### src/rtl/memory_pkg.sv
// Shared memory-subsystem definitions used by the D1 cache blocks.
package memory_pkg;

    // Set-index width of the D1 data cache
    localparam int DCACHE_IDX_LEN = 6;

    // Sweep sequencer states
    typedef enum logic [2:0] {
        SCAN,
        WB_REQ,
        CLEAR,
        DONE,
        IDLE
    } d1_walk_state_t;

    // Sweep flavour: invalidate-only after reset, or writeback-then-invalidate
    typedef enum logic {
        INIT,
        FLUSH
    } d1_walk_mode_t;

endpackage

### src/rtl/d1_flush_walker.sv
// D1 flush walker: steps through every cache set index and drives the
// one-hot line decoder so each line's valid/dirty status is cleared.
// Dirty lines are handed to the writeback unit first when flushing.
module d1_flush_walker
    import memory_pkg::*;
#(
    parameter int IDX_LEN = DCACHE_IDX_LEN
) (
    input  logic                       clk_i,
    input  logic                       rst_i,
    input  logic                       flush_req_i,
    input  logic [(1<<IDX_LEN)-1:0]    dirty_vec_i,
    input  logic                       arr_ready_i,
    input  logic                       wb_ack_i,
    output logic [IDX_LEN-1:0]         idx_o,
    output logic                       idx_en_o,
    output logic                       wb_req_o,
    output logic                       busy_o,
    output logic                       done_o
);

    localparam logic [IDX_LEN-1:0] IDX_LAST = '1;

    d1_walk_state_t     state_q, state_d;
    d1_walk_mode_t      mode_q, mode_d;
    logic [IDX_LEN-1:0] idx_q, idx_d;
    logic               pending_q, pending_d;

    // State registers; reset launches an invalidate-only sweep from line 0
    always_ff @(posedge clk_i or posedge rst_i) begin
        if (rst_i) begin
            state_q   <= SCAN;
            mode_q    <= INIT;
            idx_q     <= '0;
            pending_q <= 1'b0;
        end else begin
            state_q   <= state_d;
            mode_q    <= mode_d;
            idx_q     <= idx_d;
            pending_q <= pending_d;
        end
    end

    // Next-state logic: scan, optional writeback, clear, then finish or restart
    always_comb begin
        state_d   = state_q;
        mode_d    = mode_q;
        idx_d     = idx_q;
        pending_d = pending_q;

        if (flush_req_i && (state_q != IDLE) && (state_q != DONE)) begin
            pending_d = 1'b1;
        end

        case (state_q)
            SCAN: begin
                if ((mode_q == FLUSH) && dirty_vec_i[idx_q]) begin
                    state_d = WB_REQ;
                end else begin
                    state_d = CLEAR;
                end
            end
            WB_REQ: begin
                if (wb_ack_i) begin
                    state_d = CLEAR;
                end
            end
            CLEAR: begin
                if (arr_ready_i) begin
                    if (idx_q == IDX_LAST) begin
                        state_d = DONE;
                    end else begin
                        idx_d   = idx_q + 1'b1;
                        state_d = SCAN;
                    end
                end
            end
            DONE: begin
                if (pending_q || flush_req_i) begin
                    pending_d = 1'b0;
                    mode_d    = FLUSH;
                    idx_d     = '0;
                    state_d   = SCAN;
                end else begin
                    state_d = IDLE;
                end
            end
            IDLE: begin
                if (flush_req_i) begin
                    mode_d  = FLUSH;
                    idx_d   = '0;
                    state_d = SCAN;
                end
            end
            default: begin
                state_d = IDLE;
            end
        endcase
    end

    // Strobes decode directly from the state so reset clears them asynchronously
    assign idx_o    = idx_q;
    assign idx_en_o = (state_q == CLEAR);
    assign wb_req_o = (state_q == WB_REQ);
    assign done_o   = (state_q == DONE);
    assign busy_o   = (state_q != IDLE);

endmodule
### config.mk
export PLATFORM = sky130hd
export DESIGN_NAME = d1_flush_walker
export DESIGN_NICKNAME = d
export VERILOG_FILES = /design/src/rtl/memory_pkg.sv /design/src/rtl/d1_flush_walker.sv
export SDC_FILE = /design/constraint.sdc
export NUM_CORES = 1
export LEC_CHECK = 0
export BUFFER_PORTS_ARGS = -buffer_cell sky130_fd_sc_hd__buf_2
export CAP_MARGIN = 20
export CORE_MARGIN = 2
export CORE_UTILIZATION = 38
export DETAILED_ROUTE_END_ITERATION = 6
export PLACE_DENSITY = 0.83
export SYNTH_ARGS = -nofsm -noshare
export SYNTH_HDL_FRONTEND = slang
export SYNTH_SLANG_ARGS = --single-unit
### constraint.sdc
create_clock -name clk_i -period 1.93 [get_ports clk_i]
set_input_delay 0.0965 -clock clk_i [delete_from_list [all_inputs] [get_ports clk_i]]
set_output_delay 0.0965 -clock clk_i [all_outputs]
set_load 0.01 [all_outputs]
# --- Word-level counts from Yosys, hierarchy flattened ---
# Index checks and enable logic that the tools add are counted.
# Widths: inputs -> output; s select.
classes:
  n_addsub: 1
  mul: 0
  div_mod_pow: 0
  magnitude_cmp: 1
  eq_ne: 12
  n_shift: 0
  muxes: 20
  bitwise_logic: 0
  n_reduce_logical: 10
ops:
  columns: ["op", "count"]
  rows:
  - ["$mux 6", 4]
  - ["$pmux 6 s3", 1]
  - ["$pmux 3 s5", 1]
  - ["$mux 3", 4]
  - ["$ne 2x2->1 const B", 4]
  - ["$lt 6x7->1 const B", 1]
  - ["$add 6x1->6 const B", 1]
  - ["$bmux 1 s6", 1]
  - ["$eq 3x2->1 const B", 2]
  - ["$eq 6x6->1 const B", 1]
  - ["$mux 1", 6]
  - ["$reduce_and 3->1", 2]
  - ["$reduce_and 5->1", 1]
  - ["$mux 2", 2]
  - ["$eq 3x1->1 const B", 1]
  - ["$eq 3x3->1 const B", 1]
  - ["$logic_and 1x1->1", 3]
  - ["$logic_not 3->1", 1]
  - ["$ne 3x2->1 const B", 1]
  - ["$ne 3x3->1 const B", 1]
  - ["$reduce_bool 3->1", 1]
  - ["$ne 2x1->1 const B", 1]
  - ["$pmux 1 s2", 1]
  - ["$reduce_bool 2->1", 1]
  - ["$logic_or 1x1->1", 1]
totals:
  regBits: 11
  latchBits: 0
  mem_bits_rw: 0
  romBits: 0
  inputBits: 69
  out_inout_bits: 10
  elab_cells: 48
  n_memories: 0

# --- Depth between registers and ports, before layout ---
depth:
  ltp_word: 6
  ltp_mapped: 8
  depth_no_buf: 7

# --- Worst setup path after synthesis ---
# Ideal clock, no wire load.
synth_timing:
  path_type: "reg-to-reg"
  startpoint: "reg idx_q[0], in the netlist idx_o[0]"
  endpoint: "reg state_q[0]"
  setup_time_ns: 0.137
  arrival_ns: 1.750
  required_ns: 1.793
  path_slack_ns: 0.043
  path_stages_with_launch: 8
  path_buffers: 1
  period_less_slack_ns: 1.887
  path_cell_list: "dfrtp_1 > buf_6 > mux4_2 > nor2b_1 > a211oi_2 > a211oi_1 > o2111ai_2 > o221ai_1"
synth_between:
  elab_chain_cells: 5
  word_cells_on_any_way: 8
  cone_classes: "eq/ne (1); mux (6); reduce/logical (1)"
synth_lines:
  columns: ["element", "line_no", "source"]
  rows:
  - ["start, declared", "d1_flush_walker.sv:26", "logic [IDX_LEN-1:0] idx_q, idx_d;"]
  - ["start signal, assigned", "d1_flush_walker.sv:39", "idx_q <= idx_d;"]
  - ["$bmux 1 s6", "d1_flush_walker.sv:57", "if ((mode_q == FLUSH) && dirty_vec_i[idx_q]) begin"]
  - ["$mux 1 (not written as such)", "d1_flush_walker.sv:57", null]
  - ["$logic_and 1x1->1", "d1_flush_walker.sv:57", null]
  - ["$mux 2", "d1_flush_walker.sv:57", null]
  - ["$pmux 3 s5 (*)", "d1_flush_walker.sv:55", "case (state_q)"]
  - ["end signal, assigned", "d1_flush_walker.sv:37", "state_q <= state_d;"]
  - ["end, declared", "d1_flush_walker.sv:24", "d1_walk_state_t state_q, state_d;"]
# Mark *: on every way between the ends. The rest lies on a longest branch, timed or not. The select of a mux whose other input is x is not followed.
# A chain may end at the register's enable or synchronous reset.

# --- Final worst setup path ---
# Same ends and word-level chain as after synthesis.

==> impl_metrics.csv <==
group,metric,value,unit
status,outcome,"complete, no violations",
synth,synth_compound_area_share,18.9,%
synth,synth_cell_type_count,39,
synth,synth_top_area_cell,"dfrtp_1",
routing,drt-total-wl,3.51,mm
place,gp_congestion,0.845,
timing,slew_headroom,70.7,%
synth,synth_seq_area_share,22.4,%
critical_path,critical_path.top_delay_family,"compound AO/OA/AOI/OAI gates",
die,start_util,40.2,%
timing,min_period,1.83,ns
critical_path,r2r_end,"state_q[0]",
synth,avgSynthCellArea,8.84,um2
layout,n_fill_cell,307,
synth,synthMuxAreaShare,29.3,%
timing,rsz0062_at_grt,"no",
timing,worstMarginPinSlew,0.439,ns
clock_network,cts_max_path_buffers,2,
critical_path,critPathMaxStageDelay,0.51,ns
die,num_io_pins,79,
clock_network,cts_tree,"done",
layout,postLayoutCoreUtil,58.5,%
critical_path,arrival,1.99,ns
timing,fmax,0.546,GHz
power,peakVddDrop,0.000636,V
critical_path,cp_cell_sequence,"mux4_2 -> nor2b_1 -> a211oi_2 -> a211oi_1 -> o2111ai_2 -> o221ai_1",
critical_path,critPathKind,"flip-flop to flip-flop",
synth,postSynthNetCount,209,
min_path,hold_path_class,"input port to flip-flop",
die,dieArea,3700,um2
critical_path,r2r_start,"idx_o[0]",
synth,yosysTopAreaCellShare,22.4,%
global_routing,antenna_found_initial,0,
place,io_buffers,78,
critical_path,rr_worst_depth,6,
clock_network,htree_num_levels,1,
routing,firstDrtPassIters,4,
global_routing,track_usage,19.3,%
critical_path,critPathCapture,"state_q[0]",
layout,drive_above_1_share,50.9,%
clock_network,path_clk_slew,0.08,ns
global_routing,grt_pass1_wl,5.53,mm
place,dp_hpwl,2.92,mm
routing,route.detailed.drc,0,
critical_path,required,2.08,ns
global_routing,grt_max_degree,19,
routing,ant_nets,0,
timing,hold_ws,0.0471,ns
clock_network,clock-sinks,11,
die,coreArea,3050,um2
clock_network,clockRootBuffer,"clkbuf_4",
die,die_x,60.9,um
layout,instances_no_fill,270,
timing,skew,0.00843,ns
die,die_h,60.9,um
critical_path,crit_path_start,"idx_o[0]",
global_routing,overflow,0,
routing,vias,1397,
routing,avgViaCountPerCell,5.17,
critical_path,slowest_stage,"mux4_2",
die,rows,20,
synth,synthArstFlopShare,100,%
flow_run,cap_violations,0,
clock_network,worstSkewPairLatency,0.27,ns
critical_path,crit_path_start_kind,"flip-flop",
power,leakage,0.873,nW
synth,synth.most_common_cell,"mux2i_1",
routing,wl_per_cell,13.0,um
critical_path,end_kind,"flip-flop",
timing,drv_slew,0,
synth,ys_ff_latch,11,
synth,yosys.area_share.simple,21.9,%
synth,synth-xor-area-share,0,%
global_routing,grt_pass1_vias,1301,
synth,synth_common_cells,"mux2i_1 (18), nand2_1 (15), dfrtp_1 (11)",
layout,n_antenna_cell,0,
critical_path,cp.depth,6,
synth,yosys_warnings,0,
synth,syn-instance-count,139,
critical_path,critical_path_buf_inv_count,0,
layout,nets,297,
timing,hold_violations,0,
clock_network,cts_buffers,3,
critical_path,worst-path-max-fanout,5,
critical_path,r2r_setup_slack,0.1,ns
synth,synth_ff_type,"dfrtp_1",
synth,synth-edff-count,0,
power,p_per_area,1140,nW/um2
timing,setup_viol,0,
layout,area_delta_synth_final,45.3,%
synth,syn_area,1230,um2
synth,synthTopCellsByArea,"dfrtp_1 (22%), mux2i_1 (15%), mux4_2 (15%), nand2_1 (4.6%), nand3_1 (3.7%)",
timing,period_share,95.0,%
place,dp.cells,262,
synth,synthAdderAreaFrac,1.02,%
synth,synth_top_family_by_area,"multiplexers",
routing,drtIter0Drc,33,
==> placed cells by master (no fill, tap or decap), drive strengths merged, types with 2 or more instances in the layout <==
cell	n
a211oi	4
a21o	2
a21oi	6
buf	92
clkbuf	3
dfrtp	11
inv	5
mux2i	18
mux4	8
nand2	15
nand2b	6
nand3	9
nand4	2
nor2	9
nor2b	4
o21ai	9
o21bai	2
o31ai	2
==> where the power goes <==
group          switching, W  internal, W  total (W)  leakage (nW)
clock network     0.0000852    0.0000768   0.000162        0.0177
logic              0.000690     0.000760    0.00145         0.721
registers          0.000113     0.000316   0.000428         0.134
==> final cells by class <==
class,instances,area (um2),area share [%]
Clock inverter,1,5.00,0.280
Clock buffer,3,22.5,1.26
Timing Repair Buffer,93,513,28.7
Sequential cell,11,279,15.6
Tap cell,44,55.1,3.08
Inverter,5,18.8,1.05
Multi-Input combinational cell,113,892,50.0
==> sequential cells by signal, indices dropped and copies added, names as in the netlist <==
| register | cells |
|---|---|
| pending_q | 1 |
| state_q | 3 |
| mode_q | 1 |
| idx_o | 6 |
==> worst min-delay path by stage <==
stage             start    endpoint  slack, ns  cells past startpoint
2_1_floorplan     rst_i    idx_o[0]      -0.05                      1
3_3_place_gp      rst_i      mode_q       0.12                      2
3_5_place_dp      rst_i   pending_q       0.12                      2
4_1_cts        wb_ack_i  state_q[0]       0.05                      2
5_1_grt        wb_ack_i  state_q[0]       0.04                      2
6_report       wb_ack_i  state_q[0]       0.05                      2
==> kinds of logic after synthesis <==
family / Yosys count
compound gates: 33
fa+ha+maj: 1
buf+inv: 15
flops: 11
mux: 26
simple gates: 53
==> layer usage <==
layer | share of wire (%) | GRT usage (%) | wire length, um | vias to the layer above
li1 | - | - | - | 695
met5 | 0 | 0 | 0 | -
met4 | 0.48 | 2.48 | 17 | 0
met2 | 51 | 35.3 | 1800 | 57
met1 | 40 | 24.4 | 1410 | 643
met3 | 8.1 | 3.20 | 286 | 2
==> metrics by stage <==
step | worst slack (ns) | TNS (ns) | power, W | cell area [um2]
final | 0.0974 | 0 | 0.00204 | 1790
after global routing | 0.0125 | 0 | 0.00223 | 1790
after CTS | 0.0284 | 0 | 0.00201 | 1760
after detailed placement | -0.0906 | -0.278 | 0.00180 | 1700
after global placement | 0.00312 | 0 | 0.00177 | 1700
after floorplan | 0.0431 | 0 | 0.00143 | 1230
==> repair_timing <==
item | in CTS | in global routing
endpoints found under the hold margin | 11 | 0
pin swaps | 0 | 3
setup endpoints to repair | 8 | 7
buffers inserted | 2 | 1
resized for setup | 3 | 5
hold buffers | 1 | 0
Note: power is estimated with default switching activity, not from simulation.
